==> src/rtl/des_round_ctrl.sv <==
// DES round controller: sequences 16 Feistel rounds and produces the per-round {C,D}
// key state for a PC-2 datapath, with abort/flush and output back-pressure.
module des_round_ctrl #(
    parameter logic [15:0] SHIFT_MASK = 16'h8103
) (
    input  logic        clk,
    input  logic        rst,
    input  logic        in_valid,
    output logic        in_ready,
    input  logic        mode,
    input  logic [55:0] key_cd_in,
    input  logic        abort,
    output logic        load_msg,
    output logic        rnd_en,
    output logic [4:0]  rnd_idx,
    output logic [55:0] round_cd,
    output logic        final_swap,
    output logic        out_valid,
    input  logic        out_ready,
    output logic        busy
);

    localparam logic [1:0] ST_IDLE  = 2'd0;
    localparam logic [1:0] ST_ROUND = 2'd1;
    localparam logic [1:0] ST_DONE  = 2'd2;

    logic [1:0]  state_r;
    logic [55:0] cd_r;
    logic [4:0]  rnd_idx_r;
    logic        mode_r;

    logic        accept_s;
    logic        last_round_s;
    logic        idx_legal_s;
    logic        enc_one_s;
    logic        dec_one_s;
    logic        load_one_s;
    logic [55:0] cd_load_s;
    logic [55:0] cd_next_s;

    // Rotate amount for round k (1..16): returns 1 for a single-bit rotate, 0 for two bits.
    function automatic logic amt_is_one(input logic [4:0] k);
        logic [4:0] idx;
        idx = k - 5'd1;
        return SHIFT_MASK[idx[3:0]];
    endfunction

    function automatic logic [27:0] rotl28(input logic [27:0] v, input logic one);
        return one ? {v[26:0], v[27]} : {v[25:0], v[27:26]};
    endfunction

    function automatic logic [27:0] rotr28(input logic [27:0] v, input logic one);
        return one ? {v[0], v[27:1]} : {v[1:0], v[27:2]};
    endfunction

    // Output decodes of registered state; only load_msg looks at the live handshake.
    always_comb begin
        in_ready   = (state_r == ST_IDLE);
        accept_s   = in_valid && (state_r == ST_IDLE) && !abort && !rst;
        load_msg   = accept_s;
        rnd_en     = (state_r == ST_ROUND);
        final_swap = (state_r == ST_ROUND) && (rnd_idx_r == 5'd16);
        out_valid  = (state_r == ST_DONE);
        busy       = (state_r != ST_IDLE);
        rnd_idx    = rnd_idx_r;
        round_cd   = cd_r;
    end

    // Key-schedule arithmetic: initial load and per-round advance, halves rotated independently.
    always_comb begin
        last_round_s = (rnd_idx_r == 5'd16);
        idx_legal_s  = (rnd_idx_r != 5'd0) && (rnd_idx_r <= 5'd16);
        load_one_s   = amt_is_one(5'd1);
        enc_one_s    = amt_is_one(rnd_idx_r + 5'd1);
        dec_one_s    = amt_is_one(5'd17 - rnd_idx_r);
        if (mode) begin
            cd_load_s = key_cd_in;
        end else begin
            cd_load_s = {rotl28(key_cd_in[55:28], load_one_s), rotl28(key_cd_in[27:0], load_one_s)};
        end
        if (mode_r) begin
            cd_next_s = {rotr28(cd_r[55:28], dec_one_s), rotr28(cd_r[27:0], dec_one_s)};
        end else begin
            cd_next_s = {rotl28(cd_r[55:28], enc_one_s), rotl28(cd_r[27:0], enc_one_s)};
        end
    end

    // Controller state: reset, then abort, then the normal IDLE/ROUND/DONE flow.
    always_ff @(posedge clk) begin
        if (rst) begin
            state_r   <= ST_IDLE;
            cd_r      <= 56'd0;
            rnd_idx_r <= 5'd0;
            mode_r    <= 1'b0;
        end else if (abort) begin
            state_r   <= ST_IDLE;
            rnd_idx_r <= 5'd0;
        end else begin
            case (state_r)
                ST_IDLE: begin
                    if (accept_s) begin
                        mode_r    <= mode;
                        cd_r      <= cd_load_s;
                        rnd_idx_r <= 5'd1;
                        state_r   <= ST_ROUND;
                    end else begin
                        rnd_idx_r <= 5'd0;
                    end
                end
                ST_ROUND: begin
                    if (!idx_legal_s) begin
                        // corrupted round counter: drop the block rather than emit garbage
                        state_r   <= ST_IDLE;
                        rnd_idx_r <= 5'd0;
                    end else if (last_round_s) begin
                        state_r   <= ST_DONE;
                        rnd_idx_r <= 5'd0;
                    end else begin
                        cd_r      <= cd_next_s;
                        rnd_idx_r <= rnd_idx_r + 5'd1;
                    end
                end
                ST_DONE: begin
                    rnd_idx_r <= 5'd0;
                    if (out_ready) begin
                        state_r <= ST_IDLE;
                    end else begin
                        state_r <= ST_DONE;
                    end
                end
                default: begin
                    state_r   <= ST_IDLE;
                    rnd_idx_r <= 5'd0;
                end
            endcase
        end
    end

endmodule

==> config.mk <==
export PLATFORM = sky130hd
export DESIGN_NAME = des_round_ctrl
export DESIGN_NICKNAME = d
export VERILOG_FILES = /design/src/rtl/des_round_ctrl.sv
export SDC_FILE = /design/constraint.sdc
export NUM_CORES = 1
export LEC_CHECK = 0
export CORE_MARGIN = 2
export CORE_UTILIZATION = 45
export CTS_BUF_LIST = sky130_fd_sc_hd__clkbuf_4 sky130_fd_sc_hd__clkbuf_8 sky130_fd_sc_hd__clkbuf_16
export CTS_CLUSTER_SIZE = 25
export DETAILED_ROUTE_END_ITERATION = 6
export GPL_TIMING_DRIVEN = 0
export PLACE_DENSITY = 0.8
export RECOVER_POWER = 100
export SKIP_CTS_REPAIR_TIMING = 1
export SYNTH_ARGS = -nofsm -noshare
export SYNTH_HDL_FRONTEND = slang
export SYNTH_SLANG_ARGS = --single-unit
==> constraint.sdc <==
create_clock -name clk -period 4.3 [get_ports clk]
set_input_delay 0.86 -clock clk [delete_from_list [all_inputs] [get_ports clk]]
set_output_delay 0.86 -clock clk [all_outputs]
set_load 0.02 [all_outputs]
# Word-level counts from Yosys, hierarchy flattened
# Memories as Yosys holds them, arrays and structs flattened.
# Cells that the tools add are included.
# totals
ff_bits,64
latchBits,0
ram_bits,0
mem_bits_ro,32
in_bits,62
out_inout_bits,67
mem_count,2
# op_classes
n_addsub,4
n_mul,0
n_div,0
order_cmp,3
eq_ne,7
shifts,0
mux,21
bitwise_logic,1
n_reduce_logical,15
# mem_list
name,depth,word_bits,read_ports,rd_ports_with_merged_regs,write_ports,line_no,text
(name not given),16,1,1,0,0,45,return SHIFT_MASK[idx[3:0]];
(name not given),16,1,1,0,0,45,
# op_table
cell,n
56-bit 2-to-1 mux,5
28-bit 2-to-1 mux,4
56-bit one-hot mux with 2 select lines,1
4-bit by 5-bit less-than comparator with 1-bit output (second input constant),2
5-bit 2-to-1 mux,2
5-bit one-hot mux with 2 select lines,1
2-bit 2-to-1 mux,4
4-bit by 1-bit subtractor with 4-bit output (second input constant),2
2-bit one-hot mux with 3 select lines,1
5-bit by 1-bit adder with 5-bit output (second input constant),1
5-bit equality test (second input constant),1
5-bit less-or-equal comparator (second input constant),1
1-bit logical AND,5
5-bit AND reduction,1
5-bit nonzero test,1
2-bit by 1-bit != test with 1-bit output (second input constant),2
2-bit nonzero test,2
1-bit by 4-bit subtractor with 4-bit output (first input constant),1
1-bit 2-to-1 mux,3
3-bit != test (second input constant),1
3-bit AND reduction,1
2-bit by 1-bit equality test with 1-bit output (second input constant),1
2-bit equality test (second input constant),1
1-bit logical NOT,2
other kinds (5),5

# Depth between registers and ports, before layout
# depth
ltp_word,9
depth_mapped,13

# Worst setup path after synthesis
# OpenSTA, ideal clock, no wires.
# synth_path
kind,register to register
startpoint,"reg rnd_idx_r[0], in the netlist rnd_idx[0]"
endpoint,"reg cd_r[17], in the netlist round_cd[17]"
t_arrival_ns,2.959
path_slack_ns,1.267
stages_incl_launch_ff,14
n_path_buf,3
cell_sequence,dfxtp_1 -> buf_2 -> inv_1 -> ha_1 -> nor3b_1 -> ha_1 -> nor2_1 -> a21oi_1 -> nor3_1 -> clkbuf_1 -> buf_2 -> nor2_1 -> a311o_1 -> a31oi_1
# synth_between
elab_chain_len,9
# synth_rtl
item,line_no,text
from (decl),29,logic [4:0] rnd_idx_r;
from (signal assigned),120,rnd_idx_r <= rnd_idx_r + 5'd1;
5-bit by 1-bit adder with 5-bit output / 1-bit by 4-bit subtractor with 4-bit output (equally long branches),n/a,
4-bit by 1-bit subtractor with 4-bit output,44,idx = k - 5'd1;
memory 16 x 1 bit,n/a,
1-bit 2-to-1 mux (not written as such),45,
"28-bit 2-to-1 mux, on equally long branches","49, 53",
56-bit 2-to-1 mux,81,if (mode_r) begin
56-bit 2-to-1 mux,115,end else if (last_round_s) begin
56-bit 2-to-1 mux,111,if (!idx_legal_s) begin
56-bit one-hot mux with 2 select lines,99,case (state_r)
to (signal assigned),103,cd_r <= cd_load_s;
to (signal assigned),119,cd_r <= cd_next_s;
to (decl),28,logic [55:0] cd_r;
# Parallel ways exist; a longest one is shown, timed or not. The select of a mux whose other input is x is not followed.
# A chain may end at the register's enable or synchronous reset.

# Worst setup path in the final report
# layout_path
startpoint,"reg rnd_idx_r[0], in the netlist rnd_idx[0]"
endpoint,"reg cd_r[6], in the netlist round_cd[6]"
# The elaborated chain is that of the path after synthesis.

==> run summary <==
The run finished with clean final reports. The sequential cell area fraction in the yosys report is 0.1730, and the fraction of power spent switching nets is 0.3332. Each instance of the synthesized netlist takes up on average 8.086 sq um.

The clock reaches the later pin of the worst-skew pair after 360 ps. The number of buffers added by the clock tree synthesis step is 9, and the number of synthesis warnings is 0. After synthesis the cells add up to 7407 sq um.

The final hold violation count is 0. The number of synthesized flops with an enable pin came out at 0. The standby leakage power is 3.515 nW. Counting every net in the synthesized netlist gives 984. The highest ir drop seen on vdd was 0.2265 mV. The worst-case clock buffer depth is 2, and the CTS clock-pin slew for the worst setup and hold paths is 50 ps. Once detail routing completed, the nets flagged for antenna violations numbered 0. In this run the worst hold path is classified as reg2reg. The logs give 0.308 for the power share of the sequential group and 692.0 uW for the net switching power figure. Dividing total power by cell area gives a power density of 225.2 nW/um^2. The number of antenna diodes in the final layout is 0. After legalization and detailed placement, the total HPWL measured 16470 um.

For the finished layout, the period the worst path requires is 3946 ps. The final worst-path setup slack came out at 353.5 ps. For this run, the leading register cell type out of synthesis is dfxtp_1. The violation count after the first detailed-routing iteration is 758, and the actual slew at the worst max-slew pin is 802.3 ps. Input and output buffers added on the ports amount to 126. The max capacitance violation total was 0. The master cell of the clock root buffer is clkbuf_16. After detailed routing, the average wire length per cell comes to 18.44 um. The global-route track usage on met2 is 0.4190, and the area growth from synthesis to layout is 24.49%.

In this run the worst path has a maximum fanout of 10. The tools report the number of antenna violations at the first check in global routing as 0. Row generation in the floorplan step produced 46 rows. Setup violations remaining at the end of the flow were counted as 0.

The global-route usage over all layers was 0.2617. The startpoint type of the worst setup path was a flop. The final-report max-slew violation count came out at 0. Routability-driven placement finished with a final weighted congestion of 0.9067. The distinct cell type count after synthesis was 44; the setup clock skew after layout was 8.874 ps. The pin count of the biggest net entering global routing is 12.

The final wirelength came out at 23420 um. After global routing, the most crowded layer is met2. The die covers 17500 sq um.

For this run, the top clock speed supported by timing is 0.2534 GHz. The run gives 0.4629 as the effective utilization at floorplan. STA classifies the critical path endpoint as a flop. Average via count per standard cell: 6.249. The proportion of register bits with asynchronous set or reset after synthesis came out at 0.

In this run the count of I/O pins placed on the die edge is 129. Chip height: 132.3 um. The H-tree was split into 3 levels. The logs give 1.385 mW for the internal power of the cells and 64 for the number of clock sinks. The run gives 0.4610 as the tightest slew margin relative to the limit.

The portion of the clock cycle consumed by the worst path in the final layout came out at 0.9178. The total overflow reported by the global router was 0. The critical path is of the reg2reg type. The layout cell share with drive strength beyond 1 was 0.1452. The global-route met3 utilization was 0.03960. The floorplan step set the die width to 132.3 um. The routing usage on met1 came out at 0.3534. The tools report the portion of total power attributed to combinational logic as 0.335. The library cells used most frequently in the layout, excluding fill and tap cells, are 117 x clkbuf_1, 113 x mux2i_1, 67 x dlygate4sd3_1, 66 x nor2_1, 64 x dfxtp_1. Most common cell after layout, fill and taps aside: clkbuf_1. The number of optimization iterations in the first detailed-route pass is 5, and the core footprint is 16000 sq um. The power share of the clock group is 0.357. Setup repair after global routing left no endpoint under its margin. Setup total negative slack on the finished layout was measured at 0 ps.

Data on the critical path is required at its endpoint by 4580 ps. The number of cells produced by synthesis is 916, and the number of synthesized register bits is 64. The logs give 4220 ps for the signal arrival time at the worst endpoint and 7936 for the routed via count. The logs give 38500 um for the global-route wire length before repair and 1471 for the number of inserted filler cells in the final layout. The tools report the post-layout utilization of the core as 0.5763. The worst setup slack before clock tree synthesis was 474.5 ps. For this run, design rule violations remaining after detail routing come to 0. The final total power came out at 2.077 mW. The run gives 1121 as the post-layout net count. The number of global-route vias before repair is 7643. TritonCTS built the clock tree.
==> per-layer routing <==
metal  up-vias  share of wire
met3        48          0.077
met5         -              0
met1      3774           0.44
met4         0          0.025
li1       3741              -
met2       373           0.46
==> worst max-delay path, stage by stage (launching register included) <==
cell      delay (ps)
dfxtp_1          450
buf_2            260
inv_1            110
ha_1             290
nor3b_1          180
ha_1             320
nor2_1           160
a21oi_1           90
nor3_1           620
clkbuf_1         500
clkbuf_2         340
nor2_1            90
a311o_1          330
a31oi_1          140
==> final timing paths <==
kind	start	end	slack, ps	cells past startpoint
setup / recovery	rnd_idx[0]	round_cd[6]	350	13
hold / removal	rnd_idx[4]	rnd_idx[4]	550	2
setup reg to reg	rnd_idx[0]	round_cd[6]	350	13
hold reg to reg	rnd_idx[4]	rnd_idx[4]	550	2
==> power by group through the flow <==
stage / sequential, mW / combinational [mW] / clock (mW)
3_5_place_dp: 0.653 / 0.693 / 0
5_1_grt: 0.643 / 0.745 / 0.772
4_1_cts: 0.641 / 0.697 / 0.753
3_3_place_gp: 0.653 / 0.680 / 0
2_1_floorplan: 0.685 / 0.430 / 0
6_report: 0.640 / 0.695 / 0.742
==> through the flow <==
stage | area (sq um) | hold WS, ps | instances
floorplan | 7407 | 508.5 | 916
global placement | 8939 | 534.8 | 1258
detailed placement | 8939 | 544.8 | 1258
CTS | 9221 | 563.6 | 1270
global route | 9221 | 614.9 | 1270
finish | 9221 | 550.8 | 1270
==> cells by family (layout without fill, tap and decap cells) <==
group | Yosys count | in the layout | share of synthesized area
flops | 64 | 64 | 0.1730
fa+ha+maj | 6 | 6 | 0.01013
simple gates | 210 | 210 | 0.1252
xor+xnor | 6 | 6 | 0.007095
compound gates | 297 | 297 | 0.3228
mux | 170 | 170 | 0.2601
buf+inv | 163 | 301 | 0.1017
==> registers in the layout, indices dropped and copies added (netlist names) <==
name / flops
round_cd: 56
state_r: 2
mode_r: 1
rnd_idx: 5
==> final cells by class <==
| cell class | instances | area (sq um) | area share |
|---|---|---|---|
| Tap cell | 216 | 270.3 | 0.02931 |
| Clock buffer | 11 | 252.7 | 0.02741 |
| Clock inverter | 1 | 30.03 | 0.003256 |
| Timing Repair Buffer | 126 | 1261 | 0.1368 |
| Inverter | 9 | 33.78 | 0.003664 |
| Buffer | 154 | 719.4 | 0.07802 |
| Sequential cell | 64 | 1281 | 0.1389 |
| Multi-Input combinational cell | 689 | 5373 | 0.5826 |
==> cell usage after synthesis, types with 4 or more instances <==
master    number  share of area
a21oi_1       61          0.041
a221oi_1       7         0.0083
a221oi_2      49          0.099
a311o_1       56          0.076
a31oi_1       56          0.047
buf_1          5         0.0025
buf_2         14         0.0095
buf_6         15          0.023
clkbuf_1     117          0.059
dfxtp_1       64           0.17
ha_1           6          0.010
inv_1          9         0.0046
mux2_2        16          0.024
mux2_4        41          0.083
mux2i_1      113           0.15
nand2_1       62          0.031
nand3_1       62          0.042
nor2_1        66          0.033
nor2b_1        4         0.0034
o21ai_0       58          0.039
xnor2_1        4         0.0047
(Power assumes the default switching activity.)
